--- config.mk ---
export PLATFORM = sky130hd
export DESIGN_NAME = irq_ctrl
export DESIGN_NICKNAME = d
export VERILOG_FILES = /design/src/rtl/irq_ctrl_pkg.sv /design/src/rtl/irq_gateway.sv /design/src/rtl/irq_ctrl.sv
export SDC_FILE = /design/constraint.sdc
export NUM_CORES = 1
export LEC_CHECK = 0
export CAP_MARGIN = 20
export CORE_MARGIN = 2
export CORE_UTILIZATION = 55
export DETAILED_ROUTE_END_ITERATION = 16
export GPL_TIMING_DRIVEN = 0
export PLACE_DENSITY = 0.83
export SKIP_CTS_REPAIR_TIMING = 1
export SYNTH_ARGS = -nofsm -noshare
export SYNTH_HDL_FRONTEND = slang
export SYNTH_HIERARCHICAL = 1
export SYNTH_SLANG_ARGS = --single-unit
--- constraint.sdc ---
create_clock -name clk -period 24.1 [get_ports clk]
set_input_delay 2.41 -clock clk [delete_from_list [all_inputs] [get_ports clk]]
set_output_delay 2.41 -clock clk [all_outputs]
set_load 0.02 [all_outputs]
--- src/rtl/irq_ctrl_pkg.sv ---
// Shared constants for the interrupt controller:
// register offsets, default geometry and the "no interrupt" ID.
package irq_ctrl_pkg;

  localparam int NSRC_DEF   = 8;
  localparam int PRIO_W_DEF = 3;
  localparam int ID_NONE    = 0;

  localparam logic [7:0] ADDR_PEND  = 8'h40;
  localparam logic [7:0] ADDR_EN    = 8'h44;
  localparam logic [7:0] ADDR_THR   = 8'h48;
  localparam logic [7:0] ADDR_CLAIM = 8'h4C;

endpackage

--- src/rtl/irq_gateway.sv ---
// Per-source gateway: 2-flop synchronizer, pending latch and
// in-service flag driven by claim/complete pulses.
module irq_gateway (
  input  logic clk,
  input  logic rst_n,
  input  logic src,
  input  logic claim,
  input  logic complete,
  output logic pending
);

  logic sync1;
  logic sync2;
  logic in_service;

  always_ff @(posedge clk or negedge rst_n) begin
    if (!rst_n) begin
      sync1      <= 1'b0;
      sync2      <= 1'b0;
      pending    <= 1'b0;
      in_service <= 1'b0;
    end else begin
      sync1 <= src;
      sync2 <= sync1;
      // a claim always wins over a fresh set of the same source
      if (claim)
        pending <= 1'b0;
      else if (sync2 && !in_service)
        pending <= 1'b1;
      if (claim)
        in_service <= 1'b1;
      else if (complete)
        in_service <= 1'b0;
    end
  end

endmodule

--- src/rtl/irq_ctrl.sv ---
// Interrupt controller: register decode, priority arbitration
// and the registered mei_pending request.
module irq_ctrl
  import irq_ctrl_pkg::*;
#(
  parameter int NSRC   = NSRC_DEF,
  parameter int PRIO_W = PRIO_W_DEF
) (
  input  logic              clk,
  input  logic              rst_n,
  input  logic [NSRC-1:0]   irq_src,
  input  logic [7:0]        addr,
  input  logic [31:0]       wdata,
  input  logic              wenable,
  input  logic              renable,
  output logic [31:0]       rdata,
  output logic              mei_pending
);

  localparam int ID_W = $clog2(NSRC + 1);

  logic [PRIO_W-1:0] prio_q [NSRC:1];
  logic [PRIO_W-1:0] thr_q;
  logic [NSRC:1]     en_q;
  logic [NSRC:1]     pend;
  logic [NSRC:1]     claim;
  logic [NSRC:1]     compl;
  logic [ID_W-1:0]   best_id;
  logic [PRIO_W-1:0] best_prio;
  logic [7:0]        a;
  logic              unused_bits;

  assign a           = {addr[7:2], 2'b00};
  assign unused_bits = ^{wdata, addr[1:0]};

  for (genvar i = 1; i <= NSRC; i++) begin : g_gw
    irq_gateway u_gw (
      .clk      (clk),
      .rst_n    (rst_n),
      .src      (irq_src[i-1]),
      .claim    (claim[i]),
      .complete (compl[i]),
      .pending  (pend[i])
    );
  end

  always_ff @(posedge clk or negedge rst_n) begin
    if (!rst_n) begin
      for (int i = 1; i <= NSRC; i++)
        prio_q[i] <= '0;
      thr_q <= '0;
      en_q  <= '0;
    end else if (wenable) begin
      for (int i = 1; i <= NSRC; i++)
        if (a == 8'(4 * i))
          prio_q[i] <= wdata[PRIO_W-1:0];
      if (a == ADDR_EN)
        en_q <= wdata[NSRC:1];
      if (a == ADDR_THR)
        thr_q <= wdata[PRIO_W-1:0];
    end
  end

  // strictly-greater update keeps the lowest ID on ties
  always_comb begin
    best_id   = ID_W'(ID_NONE);
    best_prio = '0;
    for (int i = 1; i <= NSRC; i++) begin
      if (pend[i] && en_q[i] &&
          prio_q[i] != '0 &&
          prio_q[i] > thr_q &&
          prio_q[i] > best_prio) begin
        best_id   = ID_W'(i);
        best_prio = prio_q[i];
      end
    end
  end

  always_comb begin
    claim = '0;
    compl = '0;
    for (int i = 1; i <= NSRC; i++) begin
      if (renable && a == ADDR_CLAIM &&
          best_id == ID_W'(i))
        claim[i] = 1'b1;
      if (wenable && a == ADDR_CLAIM &&
          wdata[7:0] == 8'(i))
        compl[i] = 1'b1;
    end
  end

  always_comb begin
    rdata = '0;
    unique case (1'b1)
      a == ADDR_PEND:  rdata[NSRC:0] = {pend, 1'b0};
      a == ADDR_EN:    rdata[NSRC:0] = {en_q, 1'b0};
      a == ADDR_THR:   rdata[PRIO_W-1:0] = thr_q;
      a == ADDR_CLAIM: rdata[ID_W-1:0] = best_id;
      default: begin
        for (int i = 1; i <= NSRC; i++)
          if (a == 8'(4 * i))
            rdata[PRIO_W-1:0] = prio_q[i];
      end
    endcase
  end

  always_ff @(posedge clk or negedge rst_n) begin
    if (!rst_n)
      mei_pending <= 1'b0;
    else
      mei_pending <= (best_id != ID_W'(ID_NONE));
  end

endmodule
# == Word level (Yosys, flattened, before mapping) ==
# Cells that the tools add are included.
# totals
regBits,68
in_bits,52
wordCells,262
# classes
order_cmp,16
n_eq_ne,28
n_mux,74
reduce_logical,101
# ops
op,n
logical AND 1 bit,58
2-to-1 mux 1 bit,49
greater-than comparator 3 bit,15
2-to-1 mux 3 bit,15
== test 8 x 3 -> 1 bit (second input constant),4
nonzero test 2 bit,16
== test 6 x 3 -> 1 bit (second input constant),4
== test 6 x 5 -> 1 bit (second input constant),4
2-to-1 mux 4 bit,6
nonzero test 3 bit,8
AND reduction 2 bit,10
== test 4 x 3 -> 1 bit (second input constant),4
== test 8 x 2 -> 1 bit (second input constant),2
== test 6 x 2 -> 1 bit (second input constant),2
case mux 3 bit (4 select lines),1
case mux 5 bit (2 select lines),1
== test 4 x 2 -> 1 bit (second input constant),2
== test 8 x 1 -> 1 bit (second input constant),1
== test 8 x 4 -> 1 bit (second input constant),1
logical NOT 1 bit,8
== test 6 x 1 -> 1 bit (second input constant),1
== test 6 x 4 -> 1 bit (second input constant),1
== test 4 x 1 -> 1 bit (second input constant),1
== test 4 bit (second input constant),1
4 further kinds,4

# == Depth between registers and ports, before layout ==
# Gate-level depths: netlist of the first run.
# depth
depth_word,30
depth_mapped,56
ltp_nobuf,54

# == Cells and area by module ==
# The synthesis of the first run kept the hierarchy.
# by_module_without_submodules
mod,n_inst,cells_per_inst,area_per_inst_um2,seq_area_each_um2
irq_ctrl,1,438,3729.8,900.9
irq_gateway,8,9,131.4,100.1

# == Least setup slack after synthesis of the first run ==
# OpenSTA, ideal clock, no wires.
# synth_timing
kind,reg2out
from,register thr_q[1]
to,output port rdata[0]
arrival_ns,10.133
t_required_ns,21.690
setup_slack_ns,11.557
stages_incl_launch_ff,53
path_buffers,2
cell_sequence,dfrtp_1 > inv_1 > ha_1 > nor2b_1 > o311a_1 > nand3_1 > ha_1 > a21oi_1 > a22oi_1 > and2_4 > o21ai_0 > inv_1 > ha_1 > nand3b_1 > a22oi_1 > nand4_1 > buf_2 > mux2_2 > (+17 left out) > nor2_1 > o21ai_0 > a211o_1 > o21ba_1 > buf_4 > mux2_2 > ha_1 > a31oi_1 > and4_1 > nand3_1 > mux2_1 > ha_1 > a21o_1 > a21oi_1 > nor3_1 > nor2b_1 > inv_1 > o31ai_1
# synth_via
elab_chain_cells,26
word_cells_on_any_way,47
classes_between,15 x order compare; 16 x mux; 16 x reduce/logical
# synth_rtl
element,line,source
start: declaration,irq_ctrl.sv:23,logic [PRIO_W-1:0] thr_q;
start signal: assignment,irq_ctrl.sv:60,thr_q <= wdata[PRIO_W-1:0];
greater-than comparator 3 bit,irq_ctrl.sv:71,prio_q[i] > thr_q &&
logical AND 1 bit,irq_ctrl.sv:70,prio_q[i] != '0 &&
logical AND 1 bit,irq_ctrl.sv:71,
2-to-1 mux 3 bit,irq_ctrl.sv:69,if (pend[i] && en_q[i] &&
greater-than comparator 3 bit,irq_ctrl.sv:72,prio_q[i] > best_prio) begin
logical AND 1 bit,irq_ctrl.sv:71,
2-to-1 mux 3 bit,irq_ctrl.sv:69,
greater-than comparator 3 bit,irq_ctrl.sv:72,
(+10 left out),n/a,
2-to-1 mux 3 bit,irq_ctrl.sv:69,
greater-than comparator 3 bit,irq_ctrl.sv:72,
logical AND 1 bit,irq_ctrl.sv:71,
2-to-1 mux 3 bit,irq_ctrl.sv:69,
greater-than comparator 3 bit,irq_ctrl.sv:72,
logical AND 1 bit,irq_ctrl.sv:71,
2-to-1 mux 4 bit *,irq_ctrl.sv:69,
case mux 3 bit (4 select lines) *,irq_ctrl.sv:94,unique case (1'b1)
end: declaration,irq_ctrl.sv:16,"output logic [31:0] rdata,"
# Every way passes the cells marked *; elsewhere a longest branch is shown, timed or not.

# == Worst setup path after layout of the first run ==
# layout_timing
from,register thr_q[1]
to,output port rdata[2]
# Same word-level chain as after synthesis.

==> results.cfg, run 1 <==
[status]
status = completed

[setup_path]
crit_path_start = thr_q[1]
path_common_cell = ha_1
critPathCapture = rdata[2]
ff2ff_path_depth = 53
startpoint_type = register
regToRegStartpoint = thr_q[1]
criticalPathCategory = register to primary output
slowest_stage = clkdlybuf4s50_1
end_kind = primary output
worstPathRequired_ns = 21.69
reg2reg_slack_ns = 11.70
r2r_end = g_gw[1].u_gw/in_service
worstPathArrival_ns = 12.79
slowest_delay_ns = 0.54
crit_fanout = 10

[routing]
vias = 4163
dr.pass1.iters = 6
ant_nets = 0
drc = 0
vias_per_cell = 6.025
wl_per_cell_um = 17.77
wl_um = 12280
drt_iter0_markers = 380

[global_route]
grt_util_met2_pct = 45.57
top_usage_layer = met2
use_met3_pct = 5.180
grtUsageMet1_pct = 33.26
grt_pass1_wl_um = 20290
antenna_found_initial = 0
grt_max_degree = 69
grt-ovfl-total = 0
grt_usage_pct = 26.70
grt_pass1_vias = 4226

[power]
internal_power_uw = 237.5
clockPowerShare_pct = 29.3
net-switching-power_uw = 124.1
power_frac_seq_pct = 38.6
p_per_area_mw_per_mm2 = 64.85
ir_worst_vdd_uv = 56.38
leakage_nw = 2.600
p_comb_share_pct = 32.2
p_sw_share_pct = 34.32

[synthesis]
synth.area.top_cells = dfrtp_1 36%, ha_1 10%, mux2_2 6.4%
synth_top_area_share_pct = 35.59
yosysSeqAreaShare_pct = 35.59
syn_area_per_cell_um2 = 9.374
synth_cell_types = 71
ys_async_sr_fraction_pct = 100.0
netlist_instances = 510
yosysWarnings = 6
synth_top_area_cell = dfrtp_1
synth_edf_count = 0
synthFlopType = dfrtp_1
synthesis.area_mm2 = 0.004781
synth_seq_cells = 68

[clocking]
cts_root_buf = clkbuf_8
cts.sinks = 68
clock_tree.buffer_depth = 2
cts-buffers-inserted = 9
tritoncts = done
clk_latency_ns = 0.35
cts_max_level = 3
path_clk_slew_ns = 0.08

[final_layout]
area_growth_pct = 16.64
diodes = 0
multiInputGateArea_mm2 = 0.002785
regArea_mm2 = 0.001702
nets = 670
drive_above_1_share_pct = 18.01
fill_cells = 697

[floorplanning]
dieWidth_um = 97.24
start_util_pct = 55.63
die_h_um = 97.24
rows = 34
coreArea_mm2 = 0.008593
num_io_pins = 85
dieArea_mm2 = 0.009455

[sta]
fmax_ghz = 0.06578
worst_pin_slew_ns = 0.8346
finClkSkew_ns = 0.01523
max_slew_margin_pct = 43.93
rsz0062_at_grt = false
final.min_clock_period_ns = 15.20
setup_tns_ns = 0
slew_violations = 0
period_share_pct = 63.08
setup_viol = 0
fin_ws_ns = 8.897
hold_violations = 0

[placement]
dp_hpwl_um = 9142
routabilityCongestion = 0.9266
dp_slack_ns = 9.451
port_buffers = 35

[min_path]
holdCritStartpoint = g_gw[1].u_gw/sync1
hold_class = register to register

[run]
cap_violations = 0
-- synthesized netlist by cell type, drive strengths merged (3+ instances only) --
master and n:
a31oi 6, o22ai 3, nand2b 11, nor3 13, nor4b 3, nor2b 9
nand4 5, nand2 40, nor4 4, a21oi 22, and2 3, o211ai 3
and3 7, buf 27, nand3 16, nor2 36, a21o 13, dfrtp 68
or2 3, clkbuf 7, a211oi 9, mux2 29, mux2i 10, nand3b 9
a22oi 6, inv 42, o21ai 29, ha 39
-- cell type report --
| type | instances | share of cell area (%) |
|---|---|---|
| buffer | 34 | 3.926 |
| inverter | 42 | 2.827 |
| timing repair buffer | 36 | 6.372 |
| multi-input combinational | 388 | 49.94 |
| sequential | 68 | 30.51 |
| tap | 108 | 2.423 |
| clock buffer | 10 | 2.468 |
| clock inverter | 5 | 1.526 |
-- how the worst min path moves through the flow --
stage	endpoint	slack [ns]	depth (start not counted)
floorplan	g_gw[1].u_gw/sync2	0.33	0
global route	g_gw[3].u_gw/sync2	0.36	0
detailed placement	g_gw[5].u_gw/sync2	0.34	0
CTS	g_gw[4].u_gw/sync2	0.36	0
global placement	g_gw[4].u_gw/sync2	0.33	0
finish	g_gw[1].u_gw/sync2	0.35	0
-- placed cells by master, fill, tap and decap left out, drive strengths merged, types with 16 or more instances in the layout --
master         Yosys  routed
nor2              36      36
o21ai             29      29
nand2             40      40
buf               27      29
ha                39      39
conb               1      23
a21oi             22      22
mux2              29      29
nand3             16      16
clkbuf             7      17
clkdlybuf4s50      0      34
dfrtp             68      68
inv               42      43
-- per-stage QoR --
stage	hold WS (ns)	instances	power [mW]	instance area [µm²]	util (%)
2_1_floorplan	0.3312	532	0.2202	4863	-
3_3_place_gp	0.3334	675	0.2478	5349	62.25
3_5_place_dp	0.3363	676	0.2554	5354	62.30
4_1_cts	0.3565	691	0.3602	5577	64.90
5_1_grt	0.3620	691	0.3832	5577	64.90
6_report	0.3527	691	0.3616	5577	64.90
-- power groups by stage --
stage | Combinational (mW) | Clock [mW] | Sequential (mW)
6_report | 0.116 | 0.106 | 0.140
5_1_grt | 0.129 | 0.113 | 0.141
4_1_cts | 0.115 | 0.106 | 0.139
3_5_place_dp | 0.114 | 0 | 0.141
3_3_place_gp | 0.107 | 0 | 0.141
2_1_floorplan | 0.0832 | 0 | 0.137
-- cells by family (layout without fill, tap and decap cells) --
logic type	Yosys count	after routing	share of synthesized area, %
compound gates	119	119	18.16
flops	68	68	35.59
mux	41	41	10.02
fa+ha+maj	39	39	10.21
other cells	1	23	0.07844
simple gates	166	166	18.06
buf+inv	76	127	7.877
-- flip-flops by register name, indices dropped and copies added (netlist names) --
name                  count
en_q                      8
g_gw.u_gw/in_service      8
g_gw.u_gw/pending         8
g_gw.u_gw/sync1           8
g_gw.u_gw/sync2           8
mei_pending               1
prio_q                   24
thr_q                     3
-- routing by layer --
metal / up-vias / share of wire, %
li1: 1937 / -
met1: 1982 / 41
met2: 206 / 49
met3: 38 / 7.0
met4: 0 / 2.8
met5: - / 0
-- critical path: cells and delay by family (launching register included) --
family | cells | cell delay, ns
buffers and inverters | 5 | 1.40
muxes | 4 | 1.37
and+or+nand+nor | 17 | 2.90
adders and majority gates | 8 | 2.39
DFF | 1 | 0.39
AOI/OAI and AO/OA | 18 | 4.01
(Power assumes the default switching activity.)
==> inputs of run 2 (changes only) <==
CORE_UTILIZATION = 49   (was 55)
PLACE_DENSITY = 0.78   (was 0.83)
clock period = 13.94 ns   (was 24.1 ns; I/O delays follow)
==> run 2 against run 1 <==
  * Count of clock-buffer cells in the layout stayed put
  * Sequential power rose by 73%
  * Worst setup slack worse by 8.2 ns
  * Via count down 0.86%
  * Clock skew down 0.0039 ns
  * Clock power grew 55%
  * First-iteration DRC count is 17% lower
  * Flip-flop and latch count unchanged
  * Sequential share of layout area decreased by 0.38 points
  * Critical endpoint unchanged
  * Die area rose by 12%
  * Routed wire length grew 0.15%
  * Register-to-register slack got worse by 9.4 ns
==> results.cfg, run 2 (synthesized netlist as in run 1, its figures left out) <==
[sta]
final.min_clock_period_ns = 13.27
finClkSkew_ns = 0.01134
max_slew_margin_pct = 43.35
hold_violations = 0
setup_viol = 0
slew_violations = 0
fmax_ghz = 0.07535
period_share_pct = 95.21
worst_pin_slew_ns = 0.8420

[global_route]
grt_pass1_wl_um = 19630
grt_usage_pct = 24.33
antenna_found_initial = 0
grt_pass1_vias = 4036
grt_max_degree = 69
grt-ovfl-total = 0

[floorplanning]
start_util_pct = 49.60
rows = 36
dieArea_mm2 = 0.01056
die_h_um = 102.8
coreArea_mm2 = 0.009639
num_io_pins = 85
dieWidth_um = 102.8

[min_path]
min_path_cells = 0
holdCritStartpoint = g_gw[7].u_gw/sync1
hold_class = register to register

[placement]
dp_hpwl_um = 9183
port_buffers = 35
routabilityCongestion = 0.9554
post-place-cells = 700
place_area_mm2 = 0.005383

[power]
p_per_area_mw_per_mm2 = 108.9
leakage_nw = 2.616
ir_worst_vdd_uv = 92.23

[setup_path]
path_common_cell = ha_1
critPathCapture = rdata[2]
r2r_end = g_gw[3].u_gw/in_service
crit_path_start = thr_q[1]
crit_fanout = 10
end_kind = primary output
worstPathArrival_ns = 11.88
reg2reg_slack_ns = 2.34
slowest_delay_ns = 0.54
worstPathRequired_ns = 12.55
regToRegStartpoint = thr_q[1]
criticalPathCategory = register to primary output
startpoint_type = register
ff2ff_path_depth = 53
slowest_stage = clkdlybuf4s50_1

[final_layout]
largest_reg_flops = 24
diodes = 0
layout_commonest_cell = dfrtp_1
stdcell_area_mm2 = 0.005650
nets = 672
area_growth_pct = 18.19
final_cells = 719
drive_above_1_share_pct = 20.14
regMostFlops = prio_q
final_cell_mix = 67 x dfrtp_1, 40 x inv_1, 40 x nand2_1, 39 x ha_1, 36 x nor2_1
finish.utilization_pct = 58.62

[routing]
drc = 0
drt_iter0_markers = 315
dr.pass1.iters = 5
vias_per_cell = 5.740
wl_per_cell_um = 17.10
ant_nets = 0
wl_um = 12300
vias = 4127

[clocking]
cts.sinks = 68
path_clk_slew_ns = 0.08
clk_latency_ns = 0.35
clock_tree.buffer_depth = 2
cts_max_level = 3
tritoncts = done
cts-buffers-inserted = 9
cts_root_buf = clkbuf_8

[status]
status = completed

[run]
cap_violations = 0
## run 2: power breakdown
part | switching [mW] | total, mW | internal, mW
registers | 0.0253 | 0.242 | 0.217
clock network | 0.0797 | 0.164 | 0.0841
logic | 0.116 | 0.209 | 0.0929
## run 2: final cells by class
type | count | area, µm²
fillers | 862 | 3989
multi-input cells | 388 | 2823
flip-flops and latches | 68 | 1703
repair buffers | 38 | 375.4
plain buffers | 34 | 219.0
well taps | 133 | 166.4
inverters | 42 | 165.2
clock buffers | 10 | 127.6
clock inverters | 6 | 71.32
## run 2: metal layers
| metal | vias to the layer above | part of all wire, % | track usage [%] |
|---|---|---|---|
| li1 | 1944 | - | - |
| met1 | 1967 | 41 | 30.86 |
| met2 | 179 | 49 | 40.67 |
| met3 | 37 | 6.7 | 4.136 |
| met4 | 0 | 3.5 | 11.44 |
| met5 | - | 0 | 0 |
## run 2: per-stage QoR
| stage | setup TNS (ns) | hold WS (ns) | worst slack [ns] | total power, mW |
|---|---|---|---|---|
| floorplan | 0 | 0.3312 | 2.413 | 0.3806 |
| global placement | 0 | 0.3324 | 0.6926 | 0.4294 |
| detailed placement | 0 | 0.3394 | 0.3245 | 0.4408 |
| CTS | -0.2555 | 0.3569 | -0.1127 | 0.6044 |
| global route | -0.05562 | 0.3605 | -0.05562 | 0.6524 |
| finish | 0 | 0.3520 | 0.6678 | 0.6152 |
## run 2: worst min path at each step
stage	to	slack, ns
after CTS	g_gw[7].u_gw/sync2	0.36
after global placement	g_gw[2].u_gw/sync2	0.33
after detailed placement	g_gw[3].u_gw/sync2	0.34
final	g_gw[7].u_gw/sync2	0.35
after global routing	g_gw[7].u_gw/sync2	0.36
after floorplan	g_gw[1].u_gw/sync2	0.33
## run 2: critical path, delay by kind of cell, from the launching register on
| family | cells | cell delay (ns) |
|---|---|---|
| muxes | 4 | 1.31 |
| AOI/OAI and AO/OA | 18 | 3.72 |
| adders and majority gates | 8 | 2.30 |
| buffers and inverters | 5 | 1.10 |
| and+or+nand+nor | 17 | 2.68 |
| DFF | 1 | 0.40 |
==> RTL edit (settings of run 2) <==
Reset style: synchronous (`rst_n`), changed in 3 clocked blocks.
--- a/src/rtl/irq_gateway.sv
+++ b/src/rtl/irq_gateway.sv
@@ -13,7 +13,7 @@
   logic sync2;
   logic in_service;
 
-  always_ff @(posedge clk or negedge rst_n) begin
+  always_ff @(posedge clk) begin
     if (!rst_n) begin
       sync1      <= 1'b0;
       sync2      <= 1'b0;
--- a/src/rtl/irq_ctrl.sv
+++ b/src/rtl/irq_ctrl.sv
@@ -44,7 +44,7 @@
     );
   end
 
-  always_ff @(posedge clk or negedge rst_n) begin
+  always_ff @(posedge clk) begin
     if (!rst_n) begin
       for (int i = 1; i <= NSRC; i++)
         prio_q[i] <= '0;
@@ -104,7 +104,7 @@
     endcase
   end
 
-  always_ff @(posedge clk or negedge rst_n) begin
+  always_ff @(posedge clk) begin
     if (!rst_n)
       mei_pending <= 1'b0;
     else
Check against the original RTL: differs if rst_n is asserted again (counterexample within 4 cycles, from zero or initial values and one cycle with rst_n low); with rst_n held inactive, the same outputs for 4 cycles.
==> RTL edit against run 2 <==
Utilization up 1.4 points; critical path depth up 2; design area up 2.8%; register-to-register slack better by 0.04 ns; synthesized area up 1.6%; sequential share of layout area down 2.5 points; via count up 8.4%; sequential cell count unchanged; routed wire length up 7.1%; cell count up 7.2%; worst setup slack better by 0.026 ns; largest cell class unchanged; highest routed layer unchanged.
Power is not compared: it rests on default switching activity, and its combinational part moved more than twofold at a synthesized area within 25%.
==> RTL edit: results (changes against run 2) <==
- Hold Crit Start: g_gw[2].u_gw/sync1$_SDFF_PN0_ (was g_gw[7].u_gw/sync1$_DFF_PN0_)
- Vias in the first global route: 4,085 (was 4,036)
- Register area: 1600 µm² (was 1700 µm²)
- NumNets Final: 724 (was 672)
- DR iter-0 viols: 337 (was 315)
- Clk cell area share: 3.66% (was 3.52%)
- Top cells by count, synth: 51 x nor2_1, 44 x dfxtp_1, 39 x ha_1, 39 x nand2_1, 38 x and2_1 (was 68 x dfrtp_1, 42 x inv_1, 40 x nand2_1)
- WP data arrival: 11.85 ns (was 11.88 ns)
- R2R setup slack: 2.38 ns (was 2.34 ns)
- Drt wl/cell: 17.1 µm (about the same)
- NonClk Buf Share: 11.1% (was 10.5%)
- Critical path peak fanout: 8 (was 10)
- Hold Crit Endpoint: g_gw[2].u_gw/sync2$_SDFF_PN0_ (was g_gw[7].u_gw/sync2$_DFF_PN0_)
- CLK BUF: 13 (was 10)
- Multi-input gates: 444 (was 388)
- Pre-Repair DR Iteration Count: 6 (was 5)
- FF-to-FF End: g_gw[1].u_gw/pending$_SDFFE_PP0P_ (was g_gw[3].u_gw/in_service$_DFFE_PN0P_)
- Most used flip-flop cell after synthesis: dfxtp_1 (was dfrtp_1)
- Outcome: complete, no violations (unchanged)
- First-pass GRT wire length: 20,400 µm (was 19,600 µm)
- Hold Path Stages: 1 (was 0)
- Ranking of synthesized cells by area: dfxtp_1 18%, edfxtp_1 15%, ha_1 10%, and2_1 4.9%, nor2_1 3.9% (was dfrtp_1 36%, ha_1 10%, mux2_2 6.4%, buf_4 3.8%, inv_1 3.3%)
- Number of synthesized flops with an enable pin: 24 (was 0)
- Critical Path Source: thr_q[1]$_SDFFE_PN0P_ (was thr_q[1]$_DFFE_PN0P_)
- Critical Path Max Stage Delay: 0.42 ns (was 0.54 ns)
- Number of port buffers: 33 (was 35)
- Final Wtd Congestion: 0.920 (was 0.955)
- Total Routing Usage GR: 23.8% (was 24.3%)
- Fill cell count: 830 (was 862)
- Layout Skew: 0.00845 ns (was 0.0113 ns)
==> RTL edit: cell types whose count changed after synthesis, sizes merged, moves of 7 or more <==
cell / run 2 / this run
dfrtp: 68 / 0
dfxtp: 0 / 44
and2: 3 / 40
mux2: 29 / 4
edfxtp: 0 / 24
nor2: 36 / 51
inv: 42 / 30
o21ai: 29 / 19
a21o: 13 / 4
nand3: 16 / 25
a21boi: 2 / 9
o211a: 1 / 8
==> RTL edit: layer usage <==
metal  vias to the layer above  share of wire [%]  track usage [%]
met5                         -                  0                0
met4                         0                3.0             8.11
met3                        35                6.5             3.71
met2                       203                 49             42.3
met1                      2100                 41             29.4
li1                       2137                  -                -
==> RTL edit: critical path: cells and delay by family, from the launching register on <==
kind / cells / cell delay [ns]
simple gates: 19 / 3.09
buf+inv: 4 / 0.60
flops: 1 / 0.38
compound gates: 21 / 4.38
fa+ha+maj: 8 / 2.32
mux: 2 / 0.74
==> RTL edit: stage by stage <==
stage / power (mW) / setup TNS [ns] / hold slack, ns / std cells / setup WS, ns
global placement: 0.283 / 0 / 0.416 / 746 / 0.168
detailed placement: 0.285 / -0.0480 / 0.421 / 747 / -0.0480
finish: 0.454 / 0 / 0.438 / 771 / 0.694
floorplan: 0.263 / 0 / 0.412 / 580 / 1.77
global route: 0.471 / 0 / 0.450 / 771 / 0.0494
CTS: 0.453 / -1.88 / 0.440 / 763 / -0.529
==> RTL edit: kinds of logic after synthesis <==
family	Yosys count	synth area share, %
buffers and inverters	68	7.19
and+or+nand+nor	241	26.7
DFF	68	33.0
AOI/OAI and AO/OA	120	18.3
muxes	21	4.69
adders and majority gates	39	10.0
other	1	0.0772
